## config.mk

```make
export PLATFORM = sky130hd
export DESIGN_NAME = melody_sequencer_flat
export DESIGN_NICKNAME = d
export VERILOG_FILES = /design/src/rtl/melody_sequencer_if.sv /design/src/rtl/melody_sequencer.sv /design/src/flat_wrapper.sv
export SDC_FILE = /design/constraint.sdc
export NUM_CORES = 1
export LEC_CHECK = 0
export CORE_MARGIN = 2
export CORE_UTILIZATION = 55
export CTS_CLUSTER_SIZE = 20
export DETAILED_ROUTE_END_ITERATION = 16
export PLACE_DENSITY = 0.76
export SKIP_LAST_GASP = 1
export SYNTH_ARGS = -nofsm -noshare
export SYNTH_HDL_FRONTEND = slang
export SYNTH_SLANG_ARGS = --single-unit
export TNS_END_PERCENT = 50
```

## constraint.sdc

```tcl
create_clock -name clk -period 4.74 [get_ports clk]
set_input_delay 0.948 -clock clk [delete_from_list [all_inputs] [get_ports clk]]
set_output_delay 0.948 -clock clk [all_outputs]
set_load 0.005 [all_outputs]
```

## src/rtl/melody_sequencer_if.sv

```systemverilog
// melody_sequencer_if: control/status bundle between the alarm logic and the chime sequencer.
// Ports:
//   start, stop   - one-cycle play / abort requests from the controller
//   half_period   - current tone half-period in clk cycles (0 = silence)
//   note_on       - high while half_period is non-zero
//   busy          - high while the score is playing
//   step          - current score index 0..31
//   done          - one-cycle pulse on natural completion
interface melody_sequencer_if;
   logic        start;
   logic        stop;
   logic [17:0] half_period;
   logic        note_on;
   logic        busy;
   logic [4:0]  step;
   logic        done;
   modport master (output start, stop, input half_period, note_on, busy, step, done);
   modport slave  (input start, stop, output half_period, note_on, busy, step, done);
endinterface

```

## src/rtl/melody_sequencer.sv

```systemverilog
// melody_sequencer: steps a fixed 32-note score at a programmable beat rate and emits tone half-periods.
// Ports:
//   clk    - system clock
//   rst_n  - asynchronous active-low reset
//   bus    - slave side of melody_sequencer_if (start/stop in; half_period, note_on, busy, step, done out)
// Parameters:
//   BEAT_CYCLES - clk cycles per score step (>= 2)
//   GAP_CYCLES  - silent cycles closing each step (< BEAT_CYCLES, 0 = legato)
//   LOOPS       - passes per start, 0 = repeat until stop
module melody_sequencer #(
   parameter int BEAT_CYCLES = 25_000_000,
   parameter int GAP_CYCLES  = 1_250_000,
   parameter int LOOPS       = 1
) (
   input logic clk,
   input logic rst_n,
   melody_sequencer_if.slave bus
);
   localparam int BW = $clog2(BEAT_CYCLES) + 1;
   localparam logic [BW-1:0] BEAT_LAST = BW'(BEAT_CYCLES - 1);
   localparam logic [BW-1:0] SOUND_END = BW'(BEAT_CYCLES - GAP_CYCLES);
   // index of the final pass; meaningless (and never compared) when LOOPS = 0
   localparam logic [7:0] LAST_PASS = 8'(LOOPS - 1);
   localparam logic [3:0] SCORE [32] = '{
      4'd0, 4'd0, 4'd12, 4'd0, 4'd12, 4'd12, 4'd8, 4'd0,
      4'd8, 4'd8, 4'd8,  4'd8, 4'd9,  4'd9,  4'd10, 4'd10,
      4'd0, 4'd0, 4'd12, 4'd0, 4'd12, 4'd12, 4'd8, 4'd0,
      4'd8, 4'd8, 4'd9,  4'd10, 4'd9, 4'd8,  4'd12, 4'd12};
   localparam logic [17:0] TONE [16] = '{
      18'd0,
      18'd127552, 18'd113636, 18'd101236, 18'd95548, 18'd85136, 18'd75838, 18'd67567,
      18'd63776,  18'd56818,  18'd50607,  18'd47778, 18'd42553, 18'd37936, 18'd33783,
      18'd0};
   typedef enum logic {IDLE, PLAY} state_t;
   state_t state, state_nx;
   logic [BW-1:0] beat_cnt, beat_nx;
   logic [7:0]    loop_cnt, loop_nx;
   logic [4:0]    step_nx;
   logic [17:0]   hp_nx;
   logic          done_nx;
   logic          wrap;
   assign wrap = beat_cnt == BEAT_LAST;
   always_comb begin
      state_nx = state;
      beat_nx  = beat_cnt;
      loop_nx  = loop_cnt;
      step_nx  = bus.step;
      done_nx  = 1'b0;
      if (state == IDLE) begin
         if (bus.start && !bus.stop) begin
            state_nx = PLAY;
            beat_nx  = '0;
            loop_nx  = '0;
            step_nx  = '0;
         end
      end else if (bus.stop) begin
         state_nx = IDLE;
         beat_nx  = '0;
         loop_nx  = '0;
         step_nx  = '0;
      end else begin
         beat_nx = wrap ? '0 : beat_cnt + 1'b1;
         if (wrap) begin
            step_nx = bus.step + 5'd1;
            if (bus.step == 5'd31) begin
               loop_nx = loop_cnt + 8'd1;
               if (LOOPS != 0 && loop_cnt == LAST_PASS) begin
                  state_nx = IDLE;
                  loop_nx  = '0;
                  step_nx  = '0;
                  done_nx  = 1'b1;
               end
            end
         end
      end
      // outputs are registered, so the tone is looked up from the next-cycle position
      hp_nx = (state_nx == PLAY && beat_nx < SOUND_END) ? TONE[SCORE[step_nx]] : '0;
   end
   always_ff @(posedge clk or negedge rst_n) begin
      if (!rst_n) begin
         state           <= IDLE;
         beat_cnt        <= '0;
         loop_cnt        <= '0;
         bus.step        <= '0;
         bus.half_period <= '0;
         bus.note_on     <= 1'b0;
         bus.busy        <= 1'b0;
         bus.done        <= 1'b0;
      end else begin
         state           <= state_nx;
         beat_cnt        <= beat_nx;
         loop_cnt        <= loop_nx;
         bus.step        <= step_nx;
         bus.half_period <= hp_nx;
         bus.note_on     <= hp_nx != '0;
         bus.busy        <= state_nx == PLAY;
         bus.done        <= done_nx;
      end
   end
endmodule

```

## src/flat_wrapper.sv

```systemverilog
// flat-port wrapper written by rule: the top's interface ports become plain ports
module melody_sequencer_flat 
#(
   parameter int BEAT_CYCLES = 25_000_000,
   parameter int GAP_CYCLES  = 1_250_000,
   parameter int LOOPS       = 1
)
  (clk, rst_n, bus_start, bus_stop, bus_half_period, bus_note_on, bus_busy, bus_step, bus_done);
  melody_sequencer_if bus_i ();
  input logic clk;
  input logic rst_n;
  input wire logic [$bits(bus_i.start)-1:0] bus_start;
  input wire logic [$bits(bus_i.stop)-1:0] bus_stop;
  output wire logic [$bits(bus_i.half_period)-1:0] bus_half_period;
  output wire logic [$bits(bus_i.note_on)-1:0] bus_note_on;
  output wire logic [$bits(bus_i.busy)-1:0] bus_busy;
  output wire logic [$bits(bus_i.step)-1:0] bus_step;
  output wire logic [$bits(bus_i.done)-1:0] bus_done;
  assign bus_i.start = bus_start;
  assign bus_i.stop = bus_stop;
  assign bus_half_period = bus_i.half_period;
  assign bus_note_on = bus_i.note_on;
  assign bus_busy = bus_i.busy;
  assign bus_step = bus_i.step;
  assign bus_done = bus_i.done;
  melody_sequencer #(.BEAT_CYCLES(BEAT_CYCLES), .GAP_CYCLES(GAP_CYCLES), .LOOPS(LOOPS)) u_core (.clk(clk), .rst_n(rst_n), .bus(bus_i));
endmodule
```

-- After elaboration in Yosys (flattened, before gate mapping)
Memory sizes are Yosys's and may differ from the RTL's.
Index checks and enable logic that the tools add are counted.
- $add $sub $neg: 3
- magnitude comparators: 3
- equality and inequality tests: 4
- mux-type cells: 32
- bitwise operators: 2
- reductions and logical operators: 7
- operators by type and width (operator ; count):
    2-to-1 mux 26 bit ; 4
    2-to-1 mux 18 bit ; 3
    2-to-1 mux 8 bit ; 6
    2-to-1 mux 5 bit ; 6
    adder 26 x 1 -> 26 bit, second input constant ; 1
    == test 26 x 25 -> 1 bit, second input constant ; 1
    < comparator 26 x 25 -> 1 bit, second input constant ; 1
    nonzero test 18 bit ; 1
    2-to-1 mux 1 bit ; 11
    adder 8 x 1 -> 8 bit, second input constant ; 1
    logical NOT 8 bit ; 1
    2-to-1 mux 4 bit ; 2
    greater-or-equal comparator 6 bit, second input constant ; 1
    inequality test 3 bit, second input constant ; 2
    inverter 5 -> 6 bit ; 1
    adder 5 x 1 -> 5 bit, second input constant ; 1
    == test 5 bit, second input constant ; 1
    greater-or-equal comparator 5 bit, second input constant ; 1
    inverter 4 -> 5 bit ; 1
    AND reduction 3 bit ; 1
    logical AND 1 bit ; 2
    nonzero test 2 bit ; 1
    logical NOT 1 bit ; 1
- flip-flop bits (word level): 60
- memory bits (read-only): 416
- bits of input ports: 4
- output and inout port bits: 26
- word-level logic and storage cells: 60
- memories kept: 2
- memory list (name ; words ; width ; read ports ; clocked after memory_dff ; wr ports ; line ; text):
    (name not given) ; 16 ; 18 ; 1 ; 0 ; 0 ; melody_sequencer.sv:77 ; hp_nx = (state_nx == PLAY && beat_nx < SOUND_END) ? TONE[SCORE[step_nx]] : '0;
    (name not given) ; 32 ; 4 ; 1 ; 0 ; 0 ; melody_sequencer.sv:77 ;

-- Depth between registers and ports, before layout
Gate-level depths: netlist of run 1.
- word-level depth: 16
- gate-level depth with buffers: 18
- gate-level depth less buffers: 17

-- Worst setup path before layout of run 1
Ideal clock, no wire load.
- path type: input to register
- from: input port bus_stop
- to: register u_core.bus.half_period[7]
- arrival time: 3524 ps
- setup slack: 1129 ps
- stages: 13
- buffers on the path: 2
- cell sequence: nand2b_1 -> clkbuf_1 -> a21oi_1 -> o21ai_0 -> and2_1 -> buf_2 -> o21ai_0 -> and3_1 -> inv_1 -> ha_1 -> or3_1 -> and3_1 -> a211oi_2
- longest elaborated chain between the ends: 13
- elaborated cells on any way between the ends: 22
- classes of those cells: 1 x order compare; 14 x mux; 2 x bitwise; 3 x reduce/logical; 2 x memory
- ends and longest elaborated chain (what ; line ; text):
    start, declared ; flat_wrapper.sv:13 ; input wire logic [$bits(bus_i.stop)-1:0] bus_stop;
    logical NOT 1 bit ; melody_sequencer.sv:50 ; if (bus.start && !bus.stop) begin
    logical AND 1 bit ; melody_sequencer.sv:50 ;
    2-to-1 mux 5 bit ; melody_sequencer.sv:50 ;
    2-to-1 mux 5 bit ; melody_sequencer.sv:49 ; if (state == IDLE) begin
    inverter 5 -> 6 bit (not written as such) ; melody_sequencer.sv:77 ;
    memory (32 x 4 bit) ; - ;
    2-to-1 mux 4 bit (not written as such) (2 in a row) ; melody_sequencer.sv:77 ;
    inverter 4 -> 5 bit (not written as such) ; melody_sequencer.sv:77 ;
    memory (16 x 18 bit) ; - ;
    2-to-1 mux 18 bit (not written as such) (2 in a row) ; melody_sequencer.sv:77 ;
    2-to-1 mux 18 bit (*) ; melody_sequencer.sv:77 ;
    via u_core.hp_nx[7] ; melody_sequencer.sv:39 ; logic [17:0] hp_nx;
    end signal, assigned ; melody_sequencer.sv:94 ; bus.half_period <= hp_nx;
    end, declared ; melody_sequencer_if.sv:18 ; modport slave (input start, stop, output half_period, note_on, busy, step, done);
Mark *: on every way through the listed nets, which the timed path passes. The rest lies on a longest branch. The select of a mux whose other input is x is not followed.
A chain may end at the register's enable or synchronous reset.

-- Final worst setup path of run 1
- from: register u_core.beat_cnt[8]
- to: register u_core.bus.half_period[7]
- longest elaborated chain between the ends: 13
- elaborated cells on any way between the ends: 23
- classes of those cells: 1 x add/sub; 1 x order compare; 1 x eq/ne; 15 x mux; 2 x bitwise; 1 x reduce/logical; 2 x memory
- ends and longest elaborated chain (what ; line ; text):
    start, declared ; melody_sequencer.sv:36 ; logic [BW-1:0] beat_cnt, beat_nx;
    start signal, assigned ; melody_sequencer.sv:91 ; beat_cnt <= beat_nx;
    == test 26 x 25 -> 1 bit ; melody_sequencer.sv:42 ; assign wrap = beat_cnt == BEAT_LAST;
    2-to-1 mux 5 bit ; melody_sequencer.sv:63 ; if (wrap) begin
    2-to-1 mux 5 bit ; melody_sequencer.sv:56 ; end else if (bus.stop) begin
    2-to-1 mux 5 bit ; melody_sequencer.sv:49 ;
    inverter 5 -> 6 bit (not written as such) ; melody_sequencer.sv:77 ;
    memory (32 x 4 bit) ; - ;
    2-to-1 mux 4 bit (not written as such) (2 in a row) ; melody_sequencer.sv:77 ;
    inverter 4 -> 5 bit (not written as such) ; melody_sequencer.sv:77 ;
    memory (16 x 18 bit) ; - ;
    2-to-1 mux 18 bit (not written as such) (2 in a row) ; melody_sequencer.sv:77 ;
    2-to-1 mux 18 bit (*) ; melody_sequencer.sv:77 ;
    via u_core.hp_nx[7] ; melody_sequencer.sv:39 ;
Marked as above.

==> results of run 1 <==
stage by stage:
step                hold WS (ns)  setup WS (ns)  cell area [um2]  cells  util, %
finish                     0.542          0.662             4260    533     66.4
global route               0.589          0.289             4260    533     66.4
CTS                        0.536          0.727             4260    533     66.4
detailed placement         0.523          0.546             4050    517     63.1
global placement           0.507          0.687             4050    517     63.1
floorplan                  0.478           1.13             3710    426        -
sequential cells by signal, indices dropped and copies added, names as in the netlist:
signal,cells
u_core.bus.busy,1
u_core.bus.half_period,17
u_core.bus.done,1
u_core.bus.step,5
u_core.loop_cnt,8
u_core.bus.note_on,1
u_core.beat_cnt,26
Yosys cell counts (4+ instances only):
master                      n
sky130_fd_sc_hd__a211oi_1   4
sky130_fd_sc_hd__a21o_1     7
sky130_fd_sc_hd__a21oi_1   32
sky130_fd_sc_hd__a31oi_1   14
sky130_fd_sc_hd__and2_1     5
sky130_fd_sc_hd__and3_1     9
sky130_fd_sc_hd__and4_1     6
sky130_fd_sc_hd__buf_2      5
sky130_fd_sc_hd__clkbuf_1  15
sky130_fd_sc_hd__dfrtp_1   59
sky130_fd_sc_hd__ha_1      11
sky130_fd_sc_hd__inv_1     15
sky130_fd_sc_hd__nand2_1   35
sky130_fd_sc_hd__nand2b_1   8
sky130_fd_sc_hd__nand3_1   22
sky130_fd_sc_hd__nand4_1   13
sky130_fd_sc_hd__nor2_1    22
sky130_fd_sc_hd__nor3_1    15
sky130_fd_sc_hd__nor4_1     6
sky130_fd_sc_hd__o21a_1     4
sky130_fd_sc_hd__o21ai_0   41
sky130_fd_sc_hd__o31ai_1    5
logic make-up (layout without fill, tap and decap cells):
logic type               Yosys count  count (layout)
AND/OR/NAND/NOR                  167             167
flip-flops                        59              59
other                              1               1
buffers and inverters             42              72
multiplexers                       4               4
XOR/XNOR                           3               3
adder cells (fa/ha/maj)           11              11
AO/OA/AOI/OAI                    139             139
worst max path at each step:
stage                                      start                                  end  slack (ns)
finish              u_core.beat_cnt[8]$_DFF_PN0_  u_core.bus.half_period[7]$_DFF_PN0_        0.66
global placement                        bus_stop  u_core.bus.half_period[7]$_DFF_PN0_        0.69
floorplan                               bus_stop  u_core.bus.half_period[7]$_DFF_PN0_        1.13
detailed placement                      bus_stop         u_core.bus.note_on$_DFF_PN0_        0.55
CTS                 u_core.beat_cnt[8]$_DFF_PN0_  u_core.bus.half_period[7]$_DFF_PN0_        0.73
global route        u_core.beat_cnt[8]$_DFF_PN0_         u_core.bus.note_on$_DFF_PN0_        0.29
power by group through the flow:
stage / logic [mW] / registers, mW / clock network [mW]
after floorplan: 0.0577 / 0.525 / 0
after global routing: 0.0986 / 0.519 / 0.519
after global placement: 0.0859 / 0.527 / 0
after detailed placement: 0.0871 / 0.528 / 0
after CTS: 0.0875 / 0.518 / 0.499
final: 0.0872 / 0.518 / 0.495
per-layer routing:
layer  vias up  share of wire [%]  track usage [%]
met4         0                1.8             11.7
met2       136                 48             43.1
met3        17                5.3             4.72
met5         -                  0                0
met1      1685                 45             38.0
li1       1644                  -                -
layout make-up:
class	instances	area, um2
fillers	527	2160
flip-flops and latches	59	1480
clock inverters	4	47.5
multi-input cells	325	2060
inverters	17	63.8
clock buffers	12	165
well taps	77	96.3
repair buffers	39	358
==> metrics list, run 1 <==
- The run finished with clean final reports.
- Summing every instance area after synthesis gives about 0.0037 mm2.
- Number of distinct library cells after synthesis: 67
- Of all nets on the critical path, the largest fanout is 8.
- CP Buf/Inv Count: 1
- Minimum setup slack among reg-to-reg paths: ~0.66 ns
- The worst path needs 4.08 ns of the cycle, external delays included.
- The total area inside the core boundary comes to 0.00642 mm2.
- Adder-Cell Fraction of Synth Area: 3.71%
* Cell type with the highest aggregate area in the netlist: sky130_fd_sc_hd__dfrtp_1
* I/O Pins: 30
- For this run, design rule violations remaining after detail routing come to 0.
- Setup repair after global routing missed its margin: false
- Sequential share of power: 47.1%
* Number of sinks handled by clock tree synthesis: 59
- Setup Skew: 0.00707 ns
- Number of standard-cell rows in the floorplan: 29
- Summing the areas of all compound-gate instances in the mapped netlist gives approximately a quarter of the synthesized area.
* Cell class contributing the biggest share of worst-path delay: simple AND/OR/NAND/NOR gates
* Post-cts hold buffer count: 0
- Most used cells in the layout excluding fill and tap cells: sky130_fd_sc_hd__dfrtp_1, sky130_fd_sc_hd__o21ai_0, sky130_fd_sc_hd__nand2_1
- Die ar.: 0.00742 mm2
- Number of nets with antenna violations after detailed routing: 0
- Leakage dissipation: 1.79 nW
* Post-synthesis instance total: approximately 430
- Walking the worst path, the cells encountered are or4_1 -> nor4_1 -> nor3b_1 -> a31oi_1 -> and2_1 -> o21ai_0 -> and3_1 -> inv_1 -> ha_1 -> or3_1 -> and3_1 -> a211oi_2.
- # H-tree levels: 3
- The count of pins over their slew limit is 0.
- Worst r2r path cells: 12
* Proportion of synthesized chip area in sequential cells: 39.8%
- Critical path data arrival time: 4.33 ns
- Clock tree from TritonCTS: built
- The startpoint identified for the worst register-to-register timing path is u_core.beat_cnt[8]$_DFF_PN0_.
- X dimension of the die: roughly 86 um
* Y dimension of the die: 86.1 um
- Derived from the worst setup path, the maximum achievable clock frequency is 245 MHz.
* CP most frequent cell: sky130_fd_sc_hd__and3_1
* Mapped Nets: 441
- Max-cap viol count: 0
* Post-synthesis simple-gate area fraction: 25.4%
* Tcrit/Tclk final: 86.0%
- Portion of netlist area occupied by mux cells: 1.11%
- Xor/xnor share of the synthesized area: less than 1%
- Root buffer cell: sky130_fd_sc_hd__clkbuf_8
* Number of enable-type register cells in the synthesized netlist: 0
- Worst path depth: 12
- Global routing used 27.6% of the available tracks.
- The routed layout has 3482 vias.
- After synthesis, the mean cell area works out to 8.71 um2.
- Cells with a size suffix above 1 make up 9.87% of the layout.
- Total detailed-routing wirelength: 9.46 mm
- Via density: 6.53
- Critical register-to-register path endpoint: u_core.bus.half_period[7]$_DFF_PN0_
- Area grow syn2layout: 15.0%
- Clock Power Share: 45.0%
- The design draws 1.10 mW.
- The internal power of the cells totals between 800 and 900 uW.
- Most common cell after layout, fill and taps aside: sky130_fd_sc_hd__dfrtp_1
- Worst-case headroom to the max-slew limit: about 50%
* Nets@finish: 466
- Startpoint-to-endpoint class of the critical path: flip-flop to flip-flop
- Wire length per cell: between 15 and 20 um
- Entering global routing, the biggest net connects 60 pins.
- The first global-routing pass estimated 16.1 mm of wire.
- Net Sw Power: 277 uW
- Largest stage delay, worst path: 0.54 ns
- Portion of synthesized cell area occupied by the leading cell type: 39.8%
- For the pin with the worst max-slew slack, the measured transition is 0.751 ns.
* Startpoint type of the worst setup path: flip-flop
- In the synthesized netlist the dominant register cell turns out to be sky130_fd_sc_hd__dfrtp_1.
- Logic gate share of total power: around 7.9%
- In this run the deepest clock path goes through 2 buffers.
- Worst Min Path Start: u_core.beat_cnt[0]$_DFFE_PN0P_
- Setup Fix Bufs, Post-CTS: 0
- Before antenna repair, the detailed router went through 5 iterations.
* Ranking of synthesized cells by area: sky130_fd_sc_hd__dfrtp_1, sky130_fd_sc_hd__o21ai_0, sky130_fd_sc_hd__a21oi_1, sky130_fd_sc_hd__ha_1, sky130_fd_sc_hd__nand2_1
* Final setup violation count: 0
* Worst min-delay path endpoint: u_core.beat_cnt[0]$_DFFE_PN0P_
- Placer's final routability congestion estimate: 0.950
- During placement, the flow inserted port buffers numbering 28.
* Data required, critical path: about 5 ns
- CP endpoint kind: flip-flop
* Combinational family with the most area after synthesis: simple AND/OR/NAND/NOR gates
* Initial antenna violation count: 0
* Vias in the first global route: 3291
- Count of cells along the worst hold path: 1
* Remaining global-route overflow: 0
* Detailed Place HPWL: approximately 6.5 mm
- The largest individual stage delay along the critical path comes from the cell sky130_fd_sc_hd__or4_1.
- Classification of the worst-slack hold path: flip-flop to flip-flop
- In this run, post-CTS repair resized a total of 0 instances.
- Switching share of total power: ~25%
* Initial standard-cell utilization of the core: 57.7%
- Clock network latency to the later pin of the worst-skew pair: between 0.3 and 0.4 ns
- # diodes: 0
- Counting flops and latches in the post-synthesis netlist gives 59.
* Final Hold Violating Endpoints: 0
- Warning count from the yosys run: 0
- Adding up every negative setup slack in the final design gives 0 ns.
* Power density over the cells: 258 mW/mm2
- Counting flops with an async set or reset pin after synthesis yields a share of 100%.
- CTS buffer count: 9
* Register clock-pin slew on the reported worst setup and hold paths: about 0.070 ns
- Worst-case vdd ir drop: 0.000237 V
- Number of design-rule violations left by the first detailed-router iteration: 328
No activity file was read; power rests on OpenSTA's default activity.
==> run 2, diff against run 1 <==
--- a/config.mk
+++ b/config.mk
@@ -9,7 +9,7 @@
 export CORE_UTILIZATION = 55
 export CTS_CLUSTER_SIZE = 20
 export DETAILED_ROUTE_END_ITERATION = 16
-export PLACE_DENSITY = 0.76
+export PLACE_DENSITY_LB_ADDON = 0.25
 export SKIP_LAST_GASP = 1
 export SYNTH_ARGS = -nofsm -noshare
 export SYNTH_HDL_FRONTEND = slang
==> metrics list, run 2 (synthesis gave the netlist of run 1 again) <==
* Status: finished clean
- Post-cts hold buffer count: 0
- The worst register-to-register path ends at u_core.bus.note_on$_DFF_PN0_.
- In this run the static leakage power is 1.78 nW.
* Cell area after placement: 0.00404 mm2
* Net Sw Power: 265 uW
* Detailed Place HPWL: 6.44 mm
- Switching share of total power: 24.4%
- The signal on the critical path passes through clkdlybuf4s50_1 -> nor2b_1 -> o21ai_0 -> nor3_1 -> a22o_1 -> nand3_1 -> a21oi_1 -> o21a_1 -> inv_1 -> ha_1 -> a211oi_1 -> o21bai_1 -> a21boi_0 -> a41oi_2.
- First drt pass iteration count: 4
* Count of port buffers added during placement: 28
- The register with the most flip-flops in the layout has 26 of them.
- Global routing usage summed across all routing layers: 26.1%
- The number of global-route vias before repair was 3176.
- Along the worst hold path, the cell count comes to 1.
- The floorplan has 29 rows.
- Data required, critical path: 5.01 ns
* Worst min-delay path endpoint: u_core.loop_cnt[5]$_DFFE_PN0P_
- Setup Skew: 0.00758 ns
* Final Hold Violating Endpoints: 0
* Worst-case headroom to the max-slew limit: between 40% and 50%
- Most common cell after layout, fill and taps aside: sky130_fd_sc_hd__dfrtp_1
* Worst-case clock buffer depth: 2
- Startpoint-to-endpoint class of the critical path: input pin to flip-flop
- In the routed layout, each cell is associated on average with a via count of about 6.6.
- Min Clock Period, post-route: 4.04 ns
* Biggest regs: u_core.beat_cnt (26), u_core.bus.half_period (17), u_core.loop_cnt (8)
- Number of design-rule violations left by the first detailed-router iteration: 235
* Initial antenna violation count: 0
- The tool flagged a number of max-cap violations equal to 0.
* Clock network latency to the later pin of the worst-skew pair: 0.35 ns
* Sequential share of power: 47.8%
- The clock network is responsible for between 40 and 50% of the overall power.
- Slew Limit Fails: 0
- CTS buffer count: 9
- Setup violations remaining at the end of the flow were counted as 0.
- CORE AREA: 0.00642 mm2
* Most flops, register: u_core.beat_cnt
* Die ar.: 0.00742 mm2
* Critical path data arrival time: about 4.3 ns
- Remaining global-route overflow: 0
- After routing the design area is 0.00424 mm2.
- Gates resized during post-CTS repair numbered 0.
- Entering global routing, the biggest net connects 60 pins.
- Drc violations: 0
- Routability-driven placement finished with a final weighted congestion of ~0.93.
- Number of nets with antenna violations after detailed routing: 0
- The setup check on the worst reg-to-reg path leaves a slack of between 0.7 and 0.8 ns.
- Timing would allow up to 247 MHz.
* Y dimension of the die: 86.1 um
- Fraction of layout cells with a size suffix above 1: under 10%
- Worst Min Path Start: u_core.loop_cnt[5]$_DFFE_PN0P_
- Area grow syn2layout: 14.4%
- In this run the clock root is driven by a sky130_fd_sc_hd__clkbuf_8.
- In the layout the commonest cells are sky130_fd_sc_hd__dfrtp_1, sky130_fd_sc_hd__o21ai_0, sky130_fd_sc_hd__nand2_1.
- Nets@finish: 465
* Logic gate share of total power: 8.2%
- Dividing the detail-routed wire length by the instance count gives 17.4 um.
- Once the floorplan was initialized, standard cells occupied roughly 58% of the core.
* Power, Total: 1.08 mW
- The worst register-to-register path has a depth of 17.
- STA classifies the critical path endpoint as a flip-flop.
- Global-route wire length before repair: 15.0 mm
- Clock-pin slew was measured on the worst setup and hold paths at 0.06 ns.
- Summed over all layers, the routed wires come to slightly above 9 mm.
* Tcrit/Tclk final: 85.3%
- Internal power comes to 818 uW.
- Once placement completed, the tool counted placed cells totaling 516.
- IR analysis of the VDD net gives a maximum drop of ~0.00013 V.
* Worst Path Max Fanout: 9
- CTS built an H-tree with a depth of 3.
- TritonCTS built the clock tree.
* X dimension of the die: 86.1 um
- Worst Max-Slew Pin Slew: 0.754 ns
- During I/O placement, the number of pins put on the boundary was 30.
- Summed over all failing endpoints, the final setup total negative slack is 0 ns.
* Final worst hold slack: roughly 0.53 ns
- The repair_antennas step left the layout with diodes totalling 0.
- The path class of the tightest hold or removal check is flip-flop to flip-flop.
* Largest stage delay, worst path: approximately 0.47 ns
* Setup repair after global routing missed its margin: false
* Final instance count without filler cells: 530
* Number of sinks handled by clock tree synthesis: 59
* Power density over the cells: about 260 mW/mm2
- Startpoint of the most critical register-to-register path: u_core.bus.step[1]$_DFF_PN0_
* Total via count in the routed design: 3493
* Startpoint type of the worst setup path: input pin
- Among all stages on the critical path, the largest delay is contributed by sky130_fd_sc_hd__clkdlybuf4s50_1.
- The number of setup buffers added after CTS is 0.
run 2: changes by cell type in the layout (fill, tap and decap cells not counted), sizes merged:
cell,delta
buf,-1
clkinv,-1
clkinvlp,-1
run 2: worst max-delay path, delay by kind of cell:
| family | cells | cell delay, ns |
|---|---|---|
| and+or+nand+nor | 3 | 0.83 |
| adders and majority gates | 1 | 0.30 |
| buffers and inverters | 2 | 0.54 |
| AOI/OAI and AO/OA | 8 | 1.67 |
run 2: worst max-delay path by stage:
| stage | from | endpoint | slack (ns) |
|---|---|---|---|
| after global placement | bus_stop | u_core.bus.note_on$_DFF_PN0_ | 0.60 |
| after CTS | bus_stop | u_core.bus.note_on$_DFF_PN0_ | 0.76 |
| after floorplan | bus_stop | u_core.bus.half_period[7]$_DFF_PN0_ | 1.13 |
| final | bus_stop | u_core.bus.note_on$_DFF_PN0_ | 0.70 |
| after detailed placement | bus_stop | u_core.bus.note_on$_DFF_PN0_ | 0.42 |
| after global routing | u_core.bus.step[1]$_DFF_PN0_ | u_core.bus.note_on$_DFF_PN0_ | 0.40 |
run 2: routing by layer:
layer | track usage, % | share of wire (%)
met5 | 0 | 0
met4 | 13.0 | 2.4
met3 | 3.95 | 5.5
met2 | 40.5 | 48
met1 | 35.5 | 44
run 2: stage by stage:
step | util [%] | setup slack, ns
2_1_floorplan | - | 1.13
3_3_place_gp | 63.0 | 0.596
3_5_place_dp | 63.0 | 0.424
4_1_cts | 66.1 | 0.755
5_1_grt | 66.1 | 0.402
6_report | 66.1 | 0.698
run 2: final cells by class:
cell class,instances,area (um2)
Sequential cell,59,1480
Clock buffer,12,165
Timing Repair Buffer,38,350
Inverter,17,63.8
Tap cell,77,96.3
Clock inverter,2,35.0
Multi-Input combinational cell,325,2060
Fill cell,539,2180
run 2: power by group through the flow:
| stage | clock (mW) | combinational [mW] | sequential, mW |
|---|---|---|---|
| final | 0.476 | 0.0890 | 0.518 |
| after floorplan | 0 | 0.0577 | 0.525 |
| after detailed placement | 0 | 0.0878 | 0.527 |
| after global routing | 0.508 | 0.0979 | 0.519 |
| after global placement | 0 | 0.0853 | 0.527 |
| after CTS | 0.483 | 0.0885 | 0.518 |
==> run 3, diff against run 2 <==
==> constraint.sdc (replaced) <==
create_clock -name clk -period 5.2 [get_ports clk]
set_input_delay 1.04 -clock clk [delete_from_list [all_inputs] [get_ports clk]]
set_output_delay 1.04 -clock clk [all_outputs]
set_load 0.005 [all_outputs]
==> metrics list, run 3 (synthesis gave the netlist of run 1 again) <==
- Logic gate share of total power: 7.8%
* X dimension of the die: 86.1 um
* Setup Skew: around 0.0073 ns
* Data required, critical path: 5.38 ns
* Power density over the cells: between 200 and 250 mW/mm2
- Setup Fix Bufs, Post-CTS: 0
* Nets@finish: 462
- I/O Pins: 30
- Worst Max-Slew Pin Slew: 0.863 ns
- After floorplanning, the core was divided into 29 placement rows.
- Clock tree from TritonCTS: built
* Number of design-rule violations left by the first detailed-router iteration: 305
- For this design the total switching power over the nets is about 250 uW.
- At the end of the flow the core is filled with cells to 65.8%.
- Worst-case headroom to the max-slew limit: 42.5%
* Slew Limit Fails: 0
- Most flops, register: u_core.beat_cnt
- The run finished with clean final reports.
* Max-cap viol count: 0
* Max frequency: 237 MHz
- Clock-pin slew was measured on the worst setup and hold paths at 0.06 ns.
- In this run the worst path has a maximum fanout of 9.
- Dividing the detail-routed via count by the number of cells gives ~6.6.
- Min Clock Period, post-route: 4.22 ns
* Biggest regs: u_core.beat_cnt (26), u_core.bus.half_period (17), u_core.loop_cnt (8)
- The number of antenna violations at the first check in global routing is 0.
- Die ar.: 0.00742 mm2
- The clock net in this run drives a total of 59 sinks.
* # H-tree levels: 3
- The first TritonRoute pass finished after 5 iterations.
- Counting the buffers created by CTS gives 9.
- After layout, the worst path uses 81.2% of the clock period.
- Summed over all layers, the global routing overflow is 0.
- Maximum number of pins on one net before global-route repair: 60
- The design draws 1.00 mW.
- The number of global-route vias before repair was 3214.
- The min-delay analysis places its worst path in the category flip-flop to flip-flop.
- Summed over all cells, the static leakage comes to 1.77 nW.
* Worst-case vdd ir drop: 0.000161 V
- Sequential share of power: 47.0%
- Count of port buffers added during placement: 28
* Global routing usage summed across all routing layers: 26.6%
- Global-route wire length before repair: 15.5 mm
- Initial standard-cell utilization of the core: around 58%
* Final instance count without filler cells: ~530
* Most used cells in the layout excluding fill and tap cells: sky130_fd_sc_hd__dfrtp_1, sky130_fd_sc_hd__o21ai_0, sky130_fd_sc_hd__nand2_1
* Clock network latency to the later pin of the worst-skew pair: roughly 0.35 ns
- Wire length per cell: ~18 um
* Number of flip-flops in the largest register: 26
- Total detailed-routing wirelength: 9.26 mm
- Startpoint type of the worst setup path: input pin
- The number of antenna diodes in the final layout is 0.
* Setup repair after global routing missed its margin: false
- The library cell used most frequently in the layout, excluding fill and tap cells, is sky130_fd_sc_hd__dfrtp_1.
* Startpoint-to-endpoint class of the critical path: input pin to flip-flop
- For this block, the via count after detailed routing is 3479.
- Number of nets with antenna violations after detailed routing: 0
- The number of hold buffers added after CTS was 0.
* Y dimension of the die: around 86 um
- Drc violations: 0
* CP endpoint kind: flip-flop
- Root buffer cell: sky130_fd_sc_hd__clkbuf_8
* Final sum of negative setup slack: 0 ns
* Cell count after placement: 513
- CORE AREA: 0.00642 mm2
* Internal power consumption: 756 uW
- The clock passes through at most 2 buffers.
* Clock Power Share: between 40% and 50%
- The number of gates resized after CTS was 0.
- At the worst endpoint, the arrival time is 4.41 ns.
- Cells with a size suffix above 1 make up 8.85% of the layout.
- Detailed Place HPWL: 6.52 mm
- At the end of routability-driven placement, the weighted congestion stood at 0.925.
- Area grow syn2layout: 14.0%
- Final setup violation count: 0
- Final Hold Violating Endpoints: 0
- Switching share of total power: 24.7%
==> run 3: cell count changes in the layout (fill, tap and decap cells not counted), sizes merged <==
cell    change
buf         -3
clkinv      +3
clkbuf      -2
bufinv      +1
==> run 3: worst max-delay path: stages <==
cell,delay (ns)
sky130_fd_sc_hd__clkdlybuf4s50_1,0.47
sky130_fd_sc_hd__nor2b_1,0.37
sky130_fd_sc_hd__buf_4,0.21
sky130_fd_sc_hd__o21ai_0,0.13
sky130_fd_sc_hd__nor3_1,0.26
sky130_fd_sc_hd__a22o_1,0.36
sky130_fd_sc_hd__nand3_1,0.11
sky130_fd_sc_hd__a21oi_1,0.20
sky130_fd_sc_hd__o21a_1,0.21
sky130_fd_sc_hd__inv_1,0.08
sky130_fd_sc_hd__ha_1,0.31
sky130_fd_sc_hd__a211oi_1,0.07
sky130_fd_sc_hd__o21bai_1,0.17
sky130_fd_sc_hd__a21boi_0,0.28
sky130_fd_sc_hd__a41oi_2,0.14
==> run 3: per-layer routing <==
layer  up-vias  part of all wire, %  wire length (um)  track usage [%]
li1       1641                    -                 -                -
met5         -                    0                 0                0
met2       171                   49              4510             42.6
met3        16                  7.2               665             5.00
met4         0                  1.7               153             10.8
met1      1651                   42              3930             35.6
==> run 3: layout make-up <==
cell class	instances	area (um2)
clock buffers	10	128
multi-input cells	325	2060
flip-flops and latches	59	1480
repair buffers	35	328
fillers	508	2190
well taps	77	96.3
inverters	17	63.8
clock inverters	6	80.1
==> run 3: worst paths after layout <==
check	startpoint	end	slack (ns)	cells after the start
setup / recovery	bus_stop	u_core.bus.note_on$_DFF_PN0_	0.98	15
hold / removal	u_core.loop_cnt[5]$_DFFE_PN0P_	u_core.loop_cnt[5]$_DFFE_PN0P_	0.53	1
setup reg to reg	u_core.bus.step[1]$_DFF_PN0_	u_core.bus.note_on$_DFF_PN0_	1.05	17
hold reg to reg	u_core.loop_cnt[5]$_DFFE_PN0P_	u_core.loop_cnt[5]$_DFFE_PN0P_	0.53	1
max in group asynchronous	rst_n	u_core.bus.half_period[4]$_DFF_PN0_	3.88	2
min in group asynchronous	rst_n	u_core.beat_cnt[12]$_DFF_PN0_	0.83	2
==> run 3: through the flow <==
| step | hold WS [ns] | instance area (um2) | worst slack [ns] |
|---|---|---|---|
| 2_1_floorplan | 0.478 | 3710 | 1.50 |
| 3_3_place_gp | 0.511 | 4020 | 0.935 |
| 3_5_place_dp | 0.521 | 4020 | 0.742 |
| 4_1_cts | 0.532 | 4230 | 1.08 |
| 5_1_grt | 0.560 | 4230 | 0.665 |
| 6_report | 0.527 | 4230 | 0.977 |
==> run 3: power groups by stage <==
stage	Combinational [mW]	Clock [mW]	Sequential [mW]
finish	0.0781	0.454	0.472
floorplan	0.0526	0	0.479
global placement	0.0758	0	0.480
global route	0.0882	0.482	0.473
CTS	0.0782	0.462	0.472
detailed placement	0.0777	0	0.481
